## src/rtl/sub_pkg.sv

```systemverilog
// Shared definitions for the bit-serial subtractor: FSM state encoding and default width.
package sub_pkg;

  typedef enum logic [1:0] {
    IDLE  = 2'd0,
    SHIFT = 2'd1,
    DONE  = 2'd2
  } state_t;

  localparam int DEFAULT_WIDTH = 4;

endpackage

```

## src/rtl/full_subtractor.sv

```systemverilog
// One-bit full subtractor: d = x - y - bi, with borrow out bo.
module full_subtractor (
  input  logic x,
  input  logic y,
  input  logic bi,
  output logic d,
  output logic bo
);

  always_comb begin
    d  = x ^ y ^ bi;
    bo = (~x & y) | (~(x ^ y) & bi);
  end

endmodule

```

## src/rtl/serial_subtractor.sv

```systemverilog
// Bit-serial subtractor: computes a - b - bin LSB-first over WIDTH clocks,
// presenting diff/bout with a one-cycle done pulse.
module serial_subtractor
  import sub_pkg::*;
#(
  parameter int WIDTH = DEFAULT_WIDTH
) (
  input  logic             clk,
  input  logic             rst_n,
  input  logic             start,
  input  logic [WIDTH-1:0] a,
  input  logic [WIDTH-1:0] b,
  input  logic             bin,
  output logic             busy,
  output logic             done,
  output logic [WIDTH-1:0] diff,
  output logic             bout
);

  localparam int CW = $clog2(WIDTH);
  localparam logic [CW-1:0] LAST = CW'(WIDTH - 1);

  state_t           state;
  logic [WIDTH-1:0] a_sh;
  logic [WIDTH-1:0] b_sh;
  logic [WIDTH-1:0] res;
  logic             br;
  logic [CW-1:0]    cnt;
  logic             fs_d;
  logic             fs_bo;

  full_subtractor u_fs (
    .x  (a_sh[0]),
    .y  (b_sh[0]),
    .bi (br),
    .d  (fs_d),
    .bo (fs_bo)
  );

  always_ff @(posedge clk) begin
    if (!rst_n) begin
      state <= IDLE;
      a_sh  <= '0;
      b_sh  <= '0;
      res   <= '0;
      br    <= 1'b0;
      cnt   <= '0;
      busy  <= 1'b0;
      done  <= 1'b0;
      diff  <= '0;
      bout  <= 1'b0;
    end else begin
      unique case (state)
        IDLE, DONE: begin
          done <= 1'b0;
          if (start) begin
            a_sh  <= a;
            b_sh  <= b;
            br    <= bin;
            res   <= '0;
            cnt   <= '0;
            busy  <= 1'b1;
            state <= SHIFT;
          end else begin
            state <= IDLE;
          end
        end
        SHIFT: begin
          res  <= {fs_d, res[WIDTH-1:1]};
          a_sh <= a_sh >> 1;
          b_sh <= b_sh >> 1;
          br   <= fs_bo;
          cnt  <= cnt + 1'b1;
          // Final bit: publish the assembled result directly so diff updates on this edge.
          if (cnt == LAST) begin
            diff  <= {fs_d, res[WIDTH-1:1]};
            bout  <= fs_bo;
            busy  <= 1'b0;
            done  <= 1'b1;
            state <= DONE;
          end
        end
        default: begin
          busy  <= 1'b0;
          done  <= 1'b0;
          state <= IDLE;
        end
      endcase
    end
  end

endmodule

```

## config.mk

```make
export PLATFORM = sky130hd
export DESIGN_NAME = serial_subtractor
export DESIGN_NICKNAME = d
export VERILOG_FILES = /design/src/rtl/sub_pkg.sv /design/src/rtl/full_subtractor.sv /design/src/rtl/serial_subtractor.sv
export SDC_FILE = /design/constraint.sdc
export NUM_CORES = 1
export LEC_CHECK = 0
export BUFFER_PORTS_ARGS = -buffer_cell sky130_fd_sc_hd__buf_2
export CAP_MARGIN = 15
export CORE_MARGIN = 5
export CORE_UTILIZATION = 45
export CTS_CLUSTER_DIAMETER = 150
export DETAILED_ROUTE_END_ITERATION = 12
export PLACE_DENSITY = 0.78
export SYNTH_ARGS = -nofsm -noshare
export SYNTH_HDL_FRONTEND = slang
export SYNTH_SLANG_ARGS = --single-unit
```

## constraint.sdc

```tcl
create_clock -name clk -period 2.1 [get_ports clk]
set_clock_uncertainty 0.1 [all_clocks]
set_input_delay 0.315 -clock clk [delete_from_list [all_inputs] [get_ports clk]]
set_output_delay 0.315 -clock clk [all_outputs]
set_load 0.02 [all_outputs]
```

==> impl_metrics.env, run 1 <==
export IMPL_slew_violations=0
export IMPL_crit_slowest_cell="nand2b_1"
export IMPL_max_clock_path_buffers=2
export IMPL_cts_tree="done"
export IMPL_die_w_um=55.7
export IMPL_grt_max_degree=24
export IMPL_cts_sinks=23
export IMPL_fmax_mhz=679
export IMPL_yosysSeqAreaShare_pct=49.0
export IMPL_ff_latch_area_um2=460
export IMPL_antenna_found_initial=0
export IMPL_port_buffers=18
export IMPL_drt_total_wl_um=1770
export IMPL_grt_pass1_vias=702
export IMPL_synth_cells=111
export IMPL_crit_fanout=23
export IMPL_overflow=0
export IMPL_power_uw=774
export IMPL_cts_repair_resized=0
export IMPL_rsz0062_at_grt="no"
export IMPL_synth_area_leaders="dfxtp_1 49%, nand2_1 9.2%, a21oi_1 7.5%, nand3_1 6.4%, a31oi_1 4.0%"
export IMPL_syn_to_final_growth_pct=10.7
export IMPL_post_route_drc_count=0
export IMPL_status="complete, no violations"
export IMPL_holdCritPathClass="input port to flip-flop"
export IMPL_synth_top_cell_by_area="dfxtp_1"
export IMPL_cp_cell_sequence="nand2b_1 > a2bb2oi_1 > a21oi_1"
export IMPL_finalSetupViolCount=0
export IMPL_numCtsBuffers=3
export IMPL_power_leakage_nw=0.410
export IMPL_postCtsSetupBuffers=0
export IMPL_ctsHoldBuffers=0
export IMPL_htreeDepth=1
export IMPL_hold_violations=0
export IMPL_min_path_cells=3
export IMPL_synthesis_nets=125
export IMPL_cts_root_buf="clkbuf_4"
export IMPL_grt_pass1_wl_um=3010
export IMPL_drive_gt1_share_pct=19.8
export IMPL_num_antenna_cells=0
export IMPL_min_period_ns=1.47
export IMPL_first_pass_iters=4
export IMPL_hpwlAfterDp_um=1250
export IMPL_wl_per_cell_um=11.5
export IMPL_core_rowCount=16
export IMPL_post_route_period_util_pct=70.1
export IMPL_synth_top_area_share_pct=49.0
export IMPL_ys_ff_latch=23
export IMPL_relSlewSlack_pct=51.8
export IMPL_fp_dieH_um=55.7
export IMPL_crit_path_end_kind="flip-flop"
export IMPL_cpPeakStageDelay_ns=0.59
export IMPL_initialDrtViolationCount=13
export IMPL_r2r_cells=3
export IMPL_multi_input_area_um2=417
export IMPL_clk_latency_ns=0.31
export IMPL_dieArea_mm2=0.00310
export IMPL_path_clk_slew_ns=0.12
export IMPL_nets=141
export IMPL_syn_avg_cell_area_um2=8.47
export IMPL_critical_path_class="flip-flop to flip-flop"
export IMPL_ys_warn_count=0
export IMPL_critical_path_required_ns=2.19
export IMPL_worstMarginPinSlew_ns=0.723
export IMPL_cp_start_kind="flip-flop"
export IMPL_grt_usage_pct=11.8
export IMPL_routabilityCongestion=0.729
export IMPL_antenna_left=0
export IMPL_viasPerCell=5.14
export IMPL_synth_area_um2=940
export IMPL_via_count=786
export IMPL_ir_drop_mv=0.494
export IMPL_initial_core_util_pct=47.4
export IMPL_synth_distinct_cells=26
export IMPL_cpLargestDelayFamily="simple AND/OR/NAND/NOR gates"
export IMPL_cellPowerDensity_mw_per_mm2=744
export IMPL_whs_ns=0.129
export IMPL_cp_num_buf_inv=0
export IMPL_final_fill_count=205
export IMPL_max_cap_violations=0
export IMPL_finalSetupTns_ns=0
export IMPL_core_mm2=0.00198
export IMPL_io_pins=19
export IMPL_crit_arrival_ns=1.56
export IMPL_cp_depth=3
## flip-flops by register name, indices dropped and copies added (netlist names)
| name | cells |
|---|---|
| res | 3 |
| busy | 1 |
| state | 2 |
| bout | 1 |
| done | 1 |
| a_sh | 4 |
| cnt | 2 |
| diff | 4 |
| br | 1 |
| b_sh | 4 |
## cells in the mapped netlist, drive strengths merged
cell / instances
a311oi: 1
nand2b: 3
a2bb2oi: 1
o21a: 1
o21bai: 1
nor2: 3
clkbuf: 2
a31oi: 6
a21oi: 14
nand3b: 1
o21ai: 6
fa: 1
ha: 1
and2b: 1
and3: 1
nand3: 12
nand2: 23
nor3: 1
inv: 3
dfxtp: 23
buf: 5
nor2b: 1
## stage by stage
stage               setup WS (ns)  util (%)  instances  area [µm²]
floorplan                   0.866         -        111         940
global placement            0.695      51.1        149        1010
detailed placement          0.656      51.1        149        1010
CTS                         0.642      52.5        153        1040
global route                0.417      52.5        153        1040
finish                      0.627      52.5        153        1040
## layout make-up
type | instances | share of cell area, %
flip-flops and latches | 23 | 44.3
multi-input cells | 78 | 40.1
repair buffers | 18 | 8.66
well taps | 27 | 3.25
clock buffers | 3 | 2.17
inverters | 3 | 1.08
clock inverters | 1 | 0.481
## where the power goes
part	total (mW)	leakage (nW)	switching, mW	internal, mW
clock	0.202	0.0177	0.131	0.0712
sequential	0.474	0.188	0.0141	0.460
combinational	0.0981	0.204	0.0595	0.0385
total	0.774	0.410	0.204	0.569
## kinds of logic after synthesis
group           synth area share [%]
simple gates                    22.8
buf+inv                         6.66
flops                           49.0
compound gates                  18.1
fa+ha+maj                       3.46
## worst register-to-register path, cell delays in order (launching register included)
cell and delay, ns:
dfxtp_1 0.37, nand2b_1 0.59, a2bb2oi_1 0.21, a21oi_1 0.08
## path summary, 6_finish.rpt
check,slack (ns),startpoint,to
worst max-delay path,0.63,state[1],br
worst min-delay path,0.13,b[3],b_sh[3]
worst max register to register,0.63,state[1],br
worst min register to register,0.36,diff[2],diff[2]
## layout by cell type (no fill, tap or decap)
cell	Yosys	routed
nand3b_1	1	1
nand2b_1	2	2
fa_1	1	1
nor3_1	1	1
nor2b_1	1	1
a21oi_1	14	14
nand2b_2	1	1
o21ai_0	6	6
o21bai_1	1	1
nand2_1	23	23
nor2_1	3	3
clkbuf_4	0	3
clkinv_2	0	1
a311oi_1	1	1
o21a_1	1	1
ha_1	1	1
a31oi_1	6	6
nand3_1	12	12
and3_2	1	1
and2b_2	1	1
a2bb2oi_1	1	1
dfxtp_1	23	23
buf_2	3	18
inv_1	3	3
## metal layers
metal / wire length [µm] / vias to the layer above / share of wire [%] / GRT usage (%)
li1: - / 415 / - / -
met1: 791 / 349 / 45 / 14.6
met2: 828 / 17 / 47 / 17.9
met3: 108 / 5 / 6.1 / 3.48
met4: 39 / 0 / 2.2 / 6.94
met5: 0 / - / 0 / 0
No activity file was read; power rests on OpenSTA's default activity.
==> run 2, diff against run 1 <==
--- a/config.mk
+++ b/config.mk
@@ -11,7 +11,7 @@
 export CORE_UTILIZATION = 45
 export CTS_CLUSTER_DIAMETER = 150
 export DETAILED_ROUTE_END_ITERATION = 12
-export PLACE_DENSITY = 0.78
+export PLACE_DENSITY = 0.81
 export SYNTH_ARGS = -nofsm -noshare
 export SYNTH_HDL_FRONTEND = slang
 export SYNTH_SLANG_ARGS = --single-unit
==> constraint.sdc (replaced) <==
create_clock -name clk -period 1.3 [get_ports clk]
set_clock_uncertainty 0.1 [all_clocks]
set_input_delay 0.195 -clock clk [delete_from_list [all_inputs] [get_ports clk]]
set_output_delay 0.195 -clock clk [all_outputs]
set_load 0.02 [all_outputs]
==> run 2 against run 1 <==
  * Core utilization grew 3.4 points
  * Sequential power is 62% higher
  * Clock-buffer cell count is the same
  * Power increased by 65%
  * Combinational power grew 90%
  * Maximum frequency up 13%
  * Clock power is 58% higher
  * Via count is 4.8% higher
  * Critical endpoint is now res[3]
  * First-iteration DRC count fell by 7.7%
==> impl_metrics.env, run 2 (same netlist as run 1, synthesis figures left out) <==
export IMPL_fp_dieH_um=55.7
export IMPL_htreeDepth=1
export IMPL_cpPeakStageDelay_ns=0.55
export IMPL_dieArea_mm2=0.00310
export IMPL_rsz0062_at_grt="yes"
export IMPL_cp_cell_sequence="inv_2 > fa_1 > nand2_1 > a21oi_1"
export IMPL_wl_per_cell_um=11.6
export IMPL_cp_num_buf_inv=1
export IMPL_cts_root_buf="clkbuf_4"
export IMPL_fmax_mhz=770
export IMPL_stdcell_count=161
export IMPL_setup_slack_ns=0.000939
export IMPL_cp_start_kind="flip-flop"
export IMPL_final_common_cell="nand2_1"
export IMPL_status="complete, no violations"
export IMPL_viasPerCell=5.12
export IMPL_crit_arrival_ns=1.44
export IMPL_overflow=0
export IMPL_final_fill_count=202
export IMPL_post_route_drc_count=0
export IMPL_power_leakage_nw=0.450
export IMPL_critical_path_class="flip-flop to flip-flop"
export IMPL_path_clk_slew_ns=0.12
export IMPL_via_count=824
export IMPL_max_cap_violations=0
export IMPL_port_buffers=18
export IMPL_cellPowerDensity_mw_per_mm2=1150
export IMPL_drive_gt1_share_pct=28.4
export IMPL_io_pins=19
export IMPL_slew_violations=0
export IMPL_worstMarginPinSlew_ns=0.311
export IMPL_syn_to_final_growth_pct=17.8
export IMPL_crit_path_end_kind="flip-flop"
export IMPL_antenna_left=0
export IMPL_core_mm2=0.00198
export IMPL_hold_violations=0
export IMPL_cpLargestDelayFamily="adder cells"
export IMPL_hpwlAfterDp_um=1380
export IMPL_finalInstanceArea_mm2=0.00111
export IMPL_dp_cells=156
export IMPL_numCtsBuffers=3
export IMPL_post_route_period_util_pct=99.9
export IMPL_core_rowCount=16
export IMPL_first_pass_iters=4
export IMPL_relSlewSlack_pct=79.2
export IMPL_grt_pass1_vias=786
export IMPL_cts_tree="done"
export IMPL_ir_drop_mv=0.745
export IMPL_critical_path_required_ns=1.44
export IMPL_holdCritPathClass="input port to flip-flop"
export IMPL_antenna_found_initial=0
export IMPL_max_clock_path_buffers=2
export IMPL_min_period_ns=1.30
export IMPL_initialDrtViolationCount=12
export IMPL_grt_usage_pct=12.6
export IMPL_ctsHoldBuffers=0
export IMPL_routabilityCongestion=0.712
export IMPL_mostFrequentLayoutCells="23 x nand2_1, 20 x dfxtp_1, 18 x buf_2"
export IMPL_grt_max_degree=16
export IMPL_clk_latency_ns=0.30
export IMPL_drt_total_wl_um=1870
export IMPL_crit_slowest_cell="fa_1"
export IMPL_finalSetupViolCount=0
export IMPL_num_antenna_cells=0
export IMPL_grt_pass1_wl_um=3260
export IMPL_preCtsSetupSlack_ns=-0.00200
export IMPL_die_w_um=55.7
export IMPL_cts_sinks=23
export IMPL_initial_core_util_pct=47.4
export IMPL_dpl_cell_area_mm2=0.00106
export IMPL_nets=149
export IMPL_crit_fanout=2
export IMPL_reg_top3="a_sh: 4 flops, b_sh: 4 flops, diff: 4 flops"
[run 2: changes by cell type in the layout (fill, tap and decap cells not counted), sizes merged]
cell,before,now
buf,18,26
[run 2: cell type report]
class	instances	area, µm²	share of cell area [%]
Clock inverter	1	5.00	0.452
Clock buffer	3	22.5	2.03
Inverter	3	11.3	1.02
Tap cell	27	33.8	3.05
Multi-Input combinational cell	78	420	38.0
Sequential cell	23	464	41.9
Timing Repair Buffer	26	150	13.6
[run 2: stage by stage]
step	TNS [ns]	util, %	hold WS [ns]	total power, mW
floorplan	0	-	0.231	0.904
global placement	0	53.7	0.341	0.950
detailed placement	-0.00200	53.7	0.343	0.958
CTS	0	55.2	0.0117	1.27
global route	-0.144	55.9	0.00759	1.34
finish	0	55.9	0.0149	1.27
[run 2: final timing paths]
| path | start | to | slack, ns | depth (start not counted) |
|---|---|---|---|---|
| worst max-delay path | br | res[3] | 0.0009 | 4 |
| worst min-delay path | b[3] | b_sh[3] | 0.01 | 3 |
| worst max register to register | br | res[3] | 0.0009 | 4 |
| worst min register to register | diff[2] | diff[2] | 0.36 | 2 |
[run 2: repair_timing]
action	in CTS	in global routing
pin swaps	1	3
endpoints found under the setup margin	4	9
resized for setup	3	3
buffers inserted	0	1
[run 2: worst register-to-register path, cell delays in order (launching register included)]
cell,delay (ns)
dfxtp_2,0.35
inv_2,0.04
fa_1,0.55
nand2_1,0.06
a21oi_1,0.14
[run 2: where the power goes]
| group | leakage (nW) | internal [mW] | total (mW) | switching (mW) |
|---|---|---|---|---|
| combinational | 0.243 | 0.0824 | 0.186 | 0.104 |
| sequential | 0.189 | 0.744 | 0.768 | 0.0241 |
| clock | 0.0177 | 0.115 | 0.320 | 0.205 |
[run 2: metal layers]
layer	track usage, %	routed length (µm)	vias to the layer above
li1	-	-	427
met1	14.1	822	378
met2	23.1	928	17
met3	2.78	106	2
met4	4.17	17	0
met5	0	0	-
